==> config.mk <==
export PLATFORM = sky130hd
export DESIGN_NAME = draw_port_arbiter_flat
export DESIGN_NICKNAME = d
export VERILOG_FILES = /design/src/rtl/draw_port_arbiter_if.sv /design/src/rtl/draw_port_arbiter.sv /design/src/flat_wrapper.sv
export SDC_FILE = /design/constraint.sdc
export NUM_CORES = 1
export LEC_CHECK = 0
export CAP_MARGIN = 20
export CORE_MARGIN = 2
export CORE_UTILIZATION = 40
export CTS_BUF_LIST = sky130_fd_sc_hd__clkbuf_4
export DETAILED_ROUTE_END_ITERATION = 8
export MAX_ROUTING_LAYER = met4
export PLACE_DENSITY = 0.78
export SLEW_MARGIN = 20
export SYNTH_ARGS = -nofsm -noshare
export SYNTH_HDL_FRONTEND = slang
export SYNTH_SLANG_ARGS = --single-unit
==> constraint.sdc <==
create_clock -name clk -period 1.7 [get_ports clk]
set_input_delay 0.34 -clock clk [delete_from_list [all_inputs] [get_ports clk]]
set_output_delay 0.34 -clock clk [all_outputs]
set_load 0.03 [all_outputs]
==> src/rtl/draw_port_arbiter_if.sv <==
// Plot-port bundle shared between the draw engines and draw_port_arbiter.
// The engines drive the master side. The arbiter uses the slave side.
interface draw_port_arbiter_if #(
    parameter int N = 4
);
    logic [N-1:0]   req;
    logic [N-1:0]   done;
    logic [8*N-1:0] x_in;
    logic [7*N-1:0] y_in;
    logic [3*N-1:0] colour_in;
    logic [N-1:0]   write_in;
    logic [N-1:0]   start;
    logic [N-1:0]   grant;
    logic [7:0]     x_out;
    logic [6:0]     y_out;
    logic [2:0]     colour_out;
    logic           plot_out;
    logic           busy;
    logic           timeout;

    modport master (
        output req, done, x_in, y_in, colour_in, write_in,
        input  start, grant, x_out, y_out, colour_out, plot_out, busy, timeout
    );

    modport slave (
        input  req, done, x_in, y_in, colour_in, write_in,
        output start, grant, x_out, y_out, colour_out, plot_out, busy, timeout
    );
endinterface

==> src/rtl/draw_port_arbiter.sv <==
// Shares the VGA plot port among N draw engines, with a watchdog on each grant.
// By default the lowest index wins. Define DRAW_ARB_RR_EN to get round-robin arbitration.
//
// state   | meaning
// --------+------------------------------------------------------------
// IDLE    | no owner; arbitrate on any req
// LAUNCH  | owner granted, start pulse high for this one cycle, done ignored
// ACTIVE  | owner's pixels registered onto the port, watchdog counting
// RELEASE | last pixel still on the port; grant/busy/plot cleared on exit
module draw_port_arbiter #(
    parameter int N       = 4,
    parameter int TIMEOUT = 19216,
    parameter int TO_W    = 15
) (
    input  logic               clk,
    input  logic               resetn,
    draw_port_arbiter_if.slave port
);
    localparam int IW = (N > 1) ? $clog2(N) : 1;
    localparam logic [TO_W-1:0] WD_LIMIT = TO_W'(TIMEOUT - 1);

    typedef enum logic [1:0] {IDLE, LAUNCH, ACTIVE, RELEASE} state_t;

    state_t          state;
    logic [IW-1:0]   g;
    logic [TO_W-1:0] wd;
    logic [IW-1:0]   win;
    logic [N-1:0]    win_oh;

    // Search order starts at base; the first requester in that order wins.
    function automatic logic [IW-1:0] pick(input logic [N-1:0] r, input int base);
        logic [IW-1:0] w;
        w = '0;
        for (int k = N - 1; k >= 0; k--)
            if (r[(base + k) % N]) w = IW'((base + k) % N);
        return w;
    endfunction

`ifdef DRAW_ARB_RR_EN
    logic [IW-1:0] ptr;
    always_comb win = pick(port.req, int'(ptr) + 1);
`else
    always_comb win = pick(port.req, 0);
`endif

    assign win_oh = N'(1) << win;

    always_ff @(posedge clk) begin
        if (!resetn) begin
            state           <= IDLE;
            g               <= '0;
            wd              <= '0;
            port.start      <= '0;
            port.grant      <= '0;
            port.x_out      <= '0;
            port.y_out      <= '0;
            port.colour_out <= '0;
            port.plot_out   <= 1'b0;
            port.busy       <= 1'b0;
            port.timeout    <= 1'b0;
`ifdef DRAW_ARB_RR_EN
            ptr             <= '0;
`endif
        end else begin
            case (state)
                IDLE: begin
                    port.plot_out <= 1'b0;
                    port.busy     <= 1'b0;
                    port.timeout  <= 1'b0;
                    if (|port.req) begin
                        g          <= win;
                        port.grant <= win_oh;
                        port.start <= win_oh;
                        port.busy  <= 1'b1;
                        state      <= LAUNCH;
`ifdef DRAW_ARB_RR_EN
                        ptr        <= win;
`endif
                    end
                end
                LAUNCH: begin
                    port.start <= '0;
                    wd         <= '0;
                    state      <= ACTIVE;
                end
                ACTIVE: begin
                    port.x_out      <= port.x_in[int'(g)*8 +: 8];
                    port.y_out      <= port.y_in[int'(g)*7 +: 7];
                    port.colour_out <= port.colour_in[int'(g)*3 +: 3];
                    port.plot_out   <= port.write_in[g];
                    // done takes precedence over a watchdog expiry in the same cycle
                    if (port.done[g]) begin
                        state <= RELEASE;
                    end else if (wd == WD_LIMIT) begin
                        state        <= RELEASE;
                        port.timeout <= 1'b1;
                    end else begin
                        wd <= wd + 1'b1;
                    end
                end
                RELEASE: begin
                    port.plot_out <= 1'b0;
                    port.grant    <= '0;
                    port.busy     <= 1'b0;
                    port.timeout  <= 1'b0;
                    state         <= IDLE;
                end
                default: state <= IDLE;
            endcase
        end
    end
endmodule

==> src/flat_wrapper.sv <==
// flat-port wrapper written by rule: the top's interface ports become plain ports
module draw_port_arbiter_flat 
#(
    parameter int N       = 4,
    parameter int TIMEOUT = 19216,
    parameter int TO_W    = 15
)
  (clk, resetn, port_req, port_done, port_x_in, port_y_in, port_colour_in, port_write_in, port_start, port_grant, port_x_out, port_y_out, port_colour_out, port_plot_out, port_busy, port_timeout);
  draw_port_arbiter_if #(.N(N)) port_i ();
  input  logic clk;
  input  logic resetn;
  input wire logic [$bits(port_i.req)-1:0] port_req;
  input wire logic [$bits(port_i.done)-1:0] port_done;
  input wire logic [$bits(port_i.x_in)-1:0] port_x_in;
  input wire logic [$bits(port_i.y_in)-1:0] port_y_in;
  input wire logic [$bits(port_i.colour_in)-1:0] port_colour_in;
  input wire logic [$bits(port_i.write_in)-1:0] port_write_in;
  output wire logic [$bits(port_i.start)-1:0] port_start;
  output wire logic [$bits(port_i.grant)-1:0] port_grant;
  output wire logic [$bits(port_i.x_out)-1:0] port_x_out;
  output wire logic [$bits(port_i.y_out)-1:0] port_y_out;
  output wire logic [$bits(port_i.colour_out)-1:0] port_colour_out;
  output wire logic [$bits(port_i.plot_out)-1:0] port_plot_out;
  output wire logic [$bits(port_i.busy)-1:0] port_busy;
  output wire logic [$bits(port_i.timeout)-1:0] port_timeout;
  assign port_i.req = port_req;
  assign port_i.done = port_done;
  assign port_i.x_in = port_x_in;
  assign port_i.y_in = port_y_in;
  assign port_i.colour_in = port_colour_in;
  assign port_i.write_in = port_write_in;
  assign port_start = port_i.start;
  assign port_grant = port_i.grant;
  assign port_x_out = port_i.x_out;
  assign port_y_out = port_i.y_out;
  assign port_colour_out = port_i.colour_out;
  assign port_plot_out = port_i.plot_out;
  assign port_busy = port_i.busy;
  assign port_timeout = port_i.timeout;
  draw_port_arbiter #(.N(N), .TIMEOUT(TIMEOUT), .TO_W(TO_W)) u_core (.clk(clk), .resetn(resetn), .port(port_i));
endmodule
**After elaboration in Yosys (flattened, before gate mapping)**

Cells that the tools add are included.

- Input port bits: 86
- Flip-flop bits (word level): 48

- Muxes and demuxes: 24
- Eq/ne operators: 9
- Reductions and logical operators: 13
- Order comparisons: 1
- Multiply operators: 2
- Add/subtract/negate cells: 1
- Shifts and indexed selects: 4

Operators with widths:

| operator | count |
|---|---|
| $shiftx A12 B32 Y3 | 1 |
| $shiftx A28 B32 Y7 | 1 |
| $shiftx A32 B6 Y8 | 1 |
| $mux W15 | 2 |
| $pmux W15 S2 | 1 |
| $pmux W4 S2 | 2 |
| $add A15 B1 Y15 const B | 1 |
| $eq A15 B15 Y1 const B | 1 |
| $mux W2 | 7 |
| $pmux W2 S4 | 1 |
| $reduce_and A2 Y1 | 4 |
| $reduce_bool A2 Y1 | 4 |
| $pmux W1 S2 | 3 |
| $reduce_and A3 Y1 | 2 |
| $mul A2 B3 Y5 const B | 1 |
| $mux W1 | 5 |
| $bmux W1 S2 | 2 |
| $eq A2 B2 Y1 const B | 2 |
| $mul A2 B2 Y4 const B | 1 |
| $mux W4 | 1 |
| $ne A2 B1 Y1 const B | 2 |
| $ne A2 B2 Y1 const B | 2 |
| $reduce_or A4 Y1 | 1 |
| $shl A1 B2 Y4 const A | 1 |
| 5 further kinds | 5 |

**Longest topological paths before layout**

Gate-level depths: netlist of the first run.

- Depth after elaboration: 7
- Gate-level depth with buffers: 7

**Least setup slack after synthesis of the first run**

No wires, ideal clock.

- Path type: flip-flop to flip-flop
- Start point: register u_core.wd[5]
- End point: register u_core.wd[3]
- Clock period less this slack: 1.868 ns
- Data arrival time: 1.748 ns
- Path slack: -0.168 ns
- Stages on the path, launching flop included: 7
- Buffers on the path: 2
- Path through: dfxtp_1 buf_6 or4_4 nor4_4 buf_6 nor4b_1 o31a_1

- Word-level cells in the longest chain between the ends: 3

RTL lines:

| element | RTL line | source |
|---|---|---|
| start, declared | draw_port_arbiter.sv:26 | `logic [TO_W-1:0] wd;` |
| start signal, assigned | draw_port_arbiter.sv:98 | `wd <= wd + 1'b1;` |
| $eq A15 B15 Y1 | draw_port_arbiter.sv:94 | `end else if (wd == WD_LIMIT) begin` |
| $ne A2 B2 Y1 (no source line) | - |  |
| $reduce_and A3 Y1 (no source line) | - |  |

Every way passes these cells.
A chain may end at the register's enable or synchronous reset.

**Final worst setup path of the first run**

- Start point: register u_core.wd[5]
- End point: register u_core.state[0]

- Word-level cells in the longest chain between the ends: 3

RTL lines:

| element | RTL line | source |
|---|---|---|
| $eq A15 B15 Y1 | draw_port_arbiter.sv:94 |  |
| $ne A3 B1 Y1 (no source line) | - |  |
| $reduce_and A2 Y1 (no source line) | - |  |
| end signal, assigned | draw_port_arbiter.sv:93 | `state <= RELEASE;` |
| end signal, assigned | draw_port_arbiter.sv:95 | `state <= RELEASE;` |
| end signal, assigned | draw_port_arbiter.sv:106 | `state <= IDLE;` |
| end, declared | draw_port_arbiter.sv:24 | `state_t state;` |

Every way passes these cells.

==> impl_metrics.tcl, run 1 <==
set metrics [dict create \
    mostFrequentLayoutCell "clkdlybuf4s50_1" \
    yosysTopAreaCell "dfxtp_1" \
    cts_max_level 2 \
    cts_tree "done" \
    clock_path_buffers 2 \
    ys.flop_type "dfxtp_1" \
    syn_to_final_growth_pct 60.1 \
    cts_buffers 5 \
    synth-edff-count 0 \
    finalHoldViolCount 0 \
    end_kind "flop" \
    synth-async-reset-ratio_pct 0 \
    synth_area_sq_mm 0.00284 \
    drv_cap 0 \
    routed_wl_microns 8480 \
    rows 30 \
    grt_overflow 0 \
    dpl.hpwl_microns 6460 \
    yosysTopAreaCellShare_pct 33.9 \
    clk_pin_slew_ns 0.15 \
    violations "negative setup slack" \
    hold_path.class "flop to flop" \
    status "finished, violations left" \
    yosysWarnings 0 \
    io_buffers 114 \
    grt_pass1_vias 3037 \
    drive_gt1_share_pct 23.7 \
    layout_common_cells "clkdlybuf4s50_1 (85), buf_4 (43), dfxtp_1 (42)" \
    antenna_left 0 \
    diodes 0 \
    power_density_mw_per_mm2 1140 \
    io_pins 115 \
    core-area_sq_mm 0.00683 \
    synth_area_per_cell_sq_um 9.74 \
    worstPathRequired_ns 2.02 \
    die_height_microns 88.2 \
    p_leak_uw 0.00178 \
    start_kind "flop" \
    rsz0062_at_grt "yes" \
    grtUsageTotal_pct 24.1 \
    finalSetupViolations 15 \
    clock_sinks 48 \
    finalCritPeriodShare_pct 109 \
    max_freq_mhz 541 \
    holdBufCountCts 0 \
    drc 0 \
    tightest_slew_ns 0.425 \
    ys_top_cells_by_area "dfxtp_1 (34%), mux4_2 (16%), mux2i_1 (9.2%)" \
    syn_inst 291 \
    num-nets-final 528 \
    place_ws_ns -0.598 \
    finalMaxSlewViolations 0 \
    drt-initial-drc-count 188 \
    yosysSeqAreaShare_pct 33.9 \
    fillCellCount 545 \
    firstDrtPassIters 4 \
    via_count 2903 \
    cp.arrival_ns 2.16 \
    post-route-min-period_ns 1.85 \
    vias_per_cell 5.44 \
    synth_fp_nets 382 \
    synth.distinct_cells 51 \
    gp_congestion 0.833 \
    dieArea_sq_mm 0.00778 \
    floorplan.initialDensity_pct 41.5 \
    ys_ff_latch 48 \
    grt_pass1_wl_microns 14300 \
    slew_headroom_pct 71.4 \
    fin_skew_ns 0.00827 \
    path_class "flop to flop" \
    cp_max_fo 3 \
    grt_start_max_net_pins 35 \
    ir_drop_mv 0.626 \
    holdWs_ns 0.472 \
    clkLatencyLatePin_ns 0.37 \
    fin_ws_ns -0.147 \
    die_x_microns 88.2 \
    root_buffer "clkbuf_4" \
    antenna_found_initial 0 \
    avgRoutedWirePerCell_microns 15.9 \
]
==> critical path: stages (launching register included) <==
cell and delay [ns]:
dfxtp_2 0.35, or4_4 0.55, nor4_4 0.34, buf_4 0.19, o31a_1 0.17, o221a_2 0.20
==> cells in the mapped netlist (all sizes together) (6+ instances only) <==
master / instances
a21oi: 10
buf: 7
clkbuf: 17
dfxtp: 48
inv: 10
mux2i: 26
mux4: 20
nand2: 19
nand3: 17
nor2: 34
or3: 6
==> cells by family after synthesis <==
group / Yosys count / synth area share (%)
buffers and inverters: 34 / 5.21
muxes: 46 / 25.1
adders and majority gates: 5 / 2.21
DFF: 48 / 33.9
AOI/OAI and AO/OA: 45 / 12.0
and+or+nand+nor: 113 / 21.6
==> layer usage <==
layer | vias to the layer above | GRT usage [%] | wire, microns
li1 | 1393 | - | -
met1 | 1398 | 27.9 | 3390
met2 | 104 | 43.3 | 4470
met3 | 8 | 5.18 | 536
met4 | 0 | 3.99 | 74
met5 | - | - | 0
==> cell type report <==
cell class | count | area (sq um) | area share [%]
Timing Repair Buffer | 163 | 1500 | 32.9
Tap cell | 96 | 120 | 2.65
Multi-Input combinational cell | 209 | 1830 | 40.4
Clock buffer | 5 | 37.5 | 0.827
Sequential cell | 48 | 968 | 21.3
Inverter | 10 | 37.5 | 0.827
Clock inverter | 3 | 46.3 | 1.02
==> metrics by stage <==
stage                     total power (uW)  area, sq um  std cells  setup TNS (ns)  util, %
after floorplan                       3270         2880        291          -0.423        -
after global placement                4360         4360        522           -7.71     63.8
after detailed placement              4440         4360        522           -8.29     63.8
after CTS                             5100         4460        533           -1.42     65.3
after global routing                  5500         4540        534           -2.95     66.4
final                                 5180         4540        534           -1.54     66.4
==> power breakdown <==
| group | internal [uW] | leakage [uW] | switching, uW |
|---|---|---|---|
| Clock | 315 | 0.0000418 | 397 |
| Combinational | 1440 | 0.00134 | 1600 |
| Sequential | 1320 | 0.000393 | 103 |
==> sequential cells by signal (all words and copies together) (netlist names) <==
| name | flops |
|---|---|
| u_core.port.timeout | 1 |
| u_core.wd | 15 |
| u_core.port.y_out | 7 |
| u_core.port.colour_out | 3 |
| u_core.port.grant | 4 |
| u_core.state | 2 |
| u_core.port.x_out | 8 |
| u_core.port.busy | 1 |
| u_core.port.start | 4 |
| u_core.port.plot_out | 1 |
| u_core.g | 2 |
==> worst paths after layout <==
path                                                         from                           endpoint  slack (ns)  cells past startpoint
worst min-delay path            u_core.port.start[3]$_SDFFE_PN0P_  u_core.port.start[3]$_SDFFE_PN0P_        0.47                      2
worst min register to register  u_core.port.start[3]$_SDFFE_PN0P_  u_core.port.start[3]$_SDFFE_PN0P_        0.47                      2
worst max-delay path                    u_core.wd[5]$_SDFFE_PN0P_       u_core.state[0]$_SDFFE_PN0P_       -0.15                      5
worst max register to register          u_core.wd[5]$_SDFFE_PN0P_       u_core.state[0]$_SDFFE_PN0P_       -0.15                      5
==> repair_timing <==
item                       4_1_cts  5_1_grt
resized for setup               40       14
cloned                           0        1
buffers inserted                 3        0
setup endpoints to repair       45       35
pin swaps                        6        6
No activity file was read; power rests on OpenSTA's default activity.
==> run 2: changes to the inputs <==
--- a/config.mk
+++ b/config.mk
@@ -10,7 +10,6 @@
 export CORE_UTILIZATION = 40
 export CTS_BUF_LIST = sky130_fd_sc_hd__clkbuf_4
 export DETAILED_ROUTE_END_ITERATION = 8
-export MAX_ROUTING_LAYER = met4
 export PLACE_DENSITY = 0.78
 export SLEW_MARGIN = 20
 export SYNTH_ARGS = -nofsm -noshare
==> impl_metrics.tcl, run 2 (synthesized netlist as in run 1, its figures left out) <==
set metrics [dict create \
    status "finished, violations left" \
    violations "negative setup slack" \
    cts_max_level 2 \
    largest_reg_flops 15 \
    routed_wl_microns 8480 \
    clock_path_buffers 2 \
    cp_max_fo 8 \
    swShare_pct 40.5 \
    root_buffer "clkbuf_4" \
    drv_cap 0 \
    fin_setup_tns_ns -1.33 \
    hp-start "u_core.port.start[3]$_SDFFE_PN0P_" \
    layout_common_cells "clkdlybuf4s50_1 (85), buf_4 (42), dfxtp_1 (42)" \
    start_kind "flop" \
    dpl_cell_area_sq_mm 0.00436 \
    mostFrequentLayoutCell "clkdlybuf4s50_1" \
    clk_pin_slew_ns 0.15 \
    crit_start "u_core.g[0]$_SDFFE_PN0P_" \
    grt_pass1_wl_microns 14400 \
    max_freq_mhz 546 \
    holdWs_ns 0.473 \
    fin_skew_ns 0.00940 \
    postLayoutCoreUtil_pct 66.1 \
    grt_pass1_vias 3034 \
    p_clk_share_pct 13.8 \
    path_class "flop to flop" \
    p_seq_share_pct 27.5 \
    drc 0 \
    gp_congestion 0.820 \
    antenna_left 0 \
    r2r_start "u_core.g[0]$_SDFFE_PN0P_" \
    worstPathRequired_ns 2.00 \
    dieArea_sq_mm 0.00778 \
    post-route-min-period_ns 1.83 \
    die_x_microns 88.2 \
    fin_ws_ns -0.130 \
    dpl.hpwl_microns 6460 \
    rows 30 \
    syn_to_final_growth_pct 59.4 \
    top_register "u_core.wd" \
    diodes 0 \
    slew_headroom_pct 70.8 \
    drive_gt1_share_pct 23.3 \
    grt_start_max_net_pins 35 \
    avgRoutedWirePerCell_microns 15.9 \
    finalSetupViolations 15 \
    firstDrtPassIters 4 \
    rsz0062_at_grt "yes" \
    antenna_found_initial 0 \
    io_buffers 114 \
    switching_power_uw 2090 \
    finalInstanceArea_sq_mm 0.00452 \
    reg_top3 "u_core.wd: 15 flops, u_core.port.x_out: 8 flops, u_core.port.y_out: 7 flops" \
    finalHoldViolCount 0 \
    tightest_slew_ns 0.435 \
    num-nets-final 527 \
    cts_buffers 5 \
    end_kind "flop" \
    finalCritPeriodShare_pct 108 \
    via_count 2907 \
    vias_per_cell 5.45 \
    holdBufCountCts 0 \
    die_height_microns 88.2 \
    p_leak_uw 0.00177 \
    grtUsageTotal_pct 23.4 \
    cts_tree "done" \
    io_pins 115 \
    grt_overflow 0 \
    power_frac_comb_pct 58.6 \
    clkLatencyLatePin_ns 0.37 \
    power_density_mw_per_mm2 1140 \
    core-area_sq_mm 0.00683 \
    ir_drop_mv 0.617 \
    cp.arrival_ns 2.13 \
    clock_sinks 48 \
    p_int_uw 3070 \
    finalMaxSlewViolations 0 \
    place_ws_ns -0.598 \
    fillCellCount 550 \
    floorplan.initialDensity_pct 41.5 \
    drt-initial-drc-count 156 \
    hold_path.class "flop to flop" \
]
## run 2: changes by cell type in the layout (fill, tap and decap cells not counted)
cell / change
o31ai_4: -1
or3_1: +1
buf_4: -1
o31ai_2: +1
or3_4: -1
## run 2: worst max-delay path, stage by stage, from the launching register on
cell	delay, ns
dfxtp_2	0.37
mux4_2	0.56
buf_6	0.17
or4_4	0.48
a211oi_2	0.18
## run 2: power by group through the flow
stage / combinational, uW / sequential (uW) / clock [uW]
after floorplan: 1550 / 1730 / 0
after global placement: 2920 / 1440 / 0
after detailed placement: 3000 / 1440 / 0
after CTS: 2960 / 1420 / 720
after global routing: 3270 / 1450 / 768
final: 3030 / 1420 / 713
## run 2: timing repair
item / 4_1_cts / 5_1_grt
gates resized for setup: 40 / 11
pin swaps: 6 / 4
setup buffers: 3 / 0
hold endpoints to repair: 0 / 0
gates cloned: 0 / 0
endpoints found under the setup margin: 45 / 35
## run 2: layer usage
metal | up-vias | GRT usage, % | part of all wire [%]
met5 | - | 0 | 0
met4 | 0 | 3.99 | 0.85
met3 | 8 | 6.13 | 7.2
met2 | 105 | 43.5 | 53
met1 | 1402 | 27.2 | 39
li1 | 1392 | - | -
## run 2: per-stage QoR
stage,std cells,total power [uW]
after global routing,533,5480
after detailed placement,522,4440
final,533,5160
after floorplan,291,3270
after CTS,533,5100
after global placement,522,4360
## run 2: worst paths after layout
kind | end | slack (ns) | depth (start not counted)
setup / recovery | u_core.wd[0]$_SDFFE_PN0P_ | -0.13 | 4
hold / removal | u_core.port.start[3]$_SDFFE_PN0P_ | 0.47 | 2
setup reg to reg | u_core.wd[0]$_SDFFE_PN0P_ | -0.13 | 4
hold reg to reg | u_core.port.start[3]$_SDFFE_PN0P_ | 0.47 | 2
## run 2: cell type report
type | count | area, sq um | area share, %
Inverter | 10 | 37.5 | 0.831
Sequential cell | 48 | 968 | 21.4
Multi-Input combinational cell | 209 | 1820 | 40.3
Tap cell | 96 | 120 | 2.66
Clock inverter | 3 | 46.3 | 1.02
Clock buffer | 5 | 37.5 | 0.831
Timing Repair Buffer | 162 | 1490 | 32.9
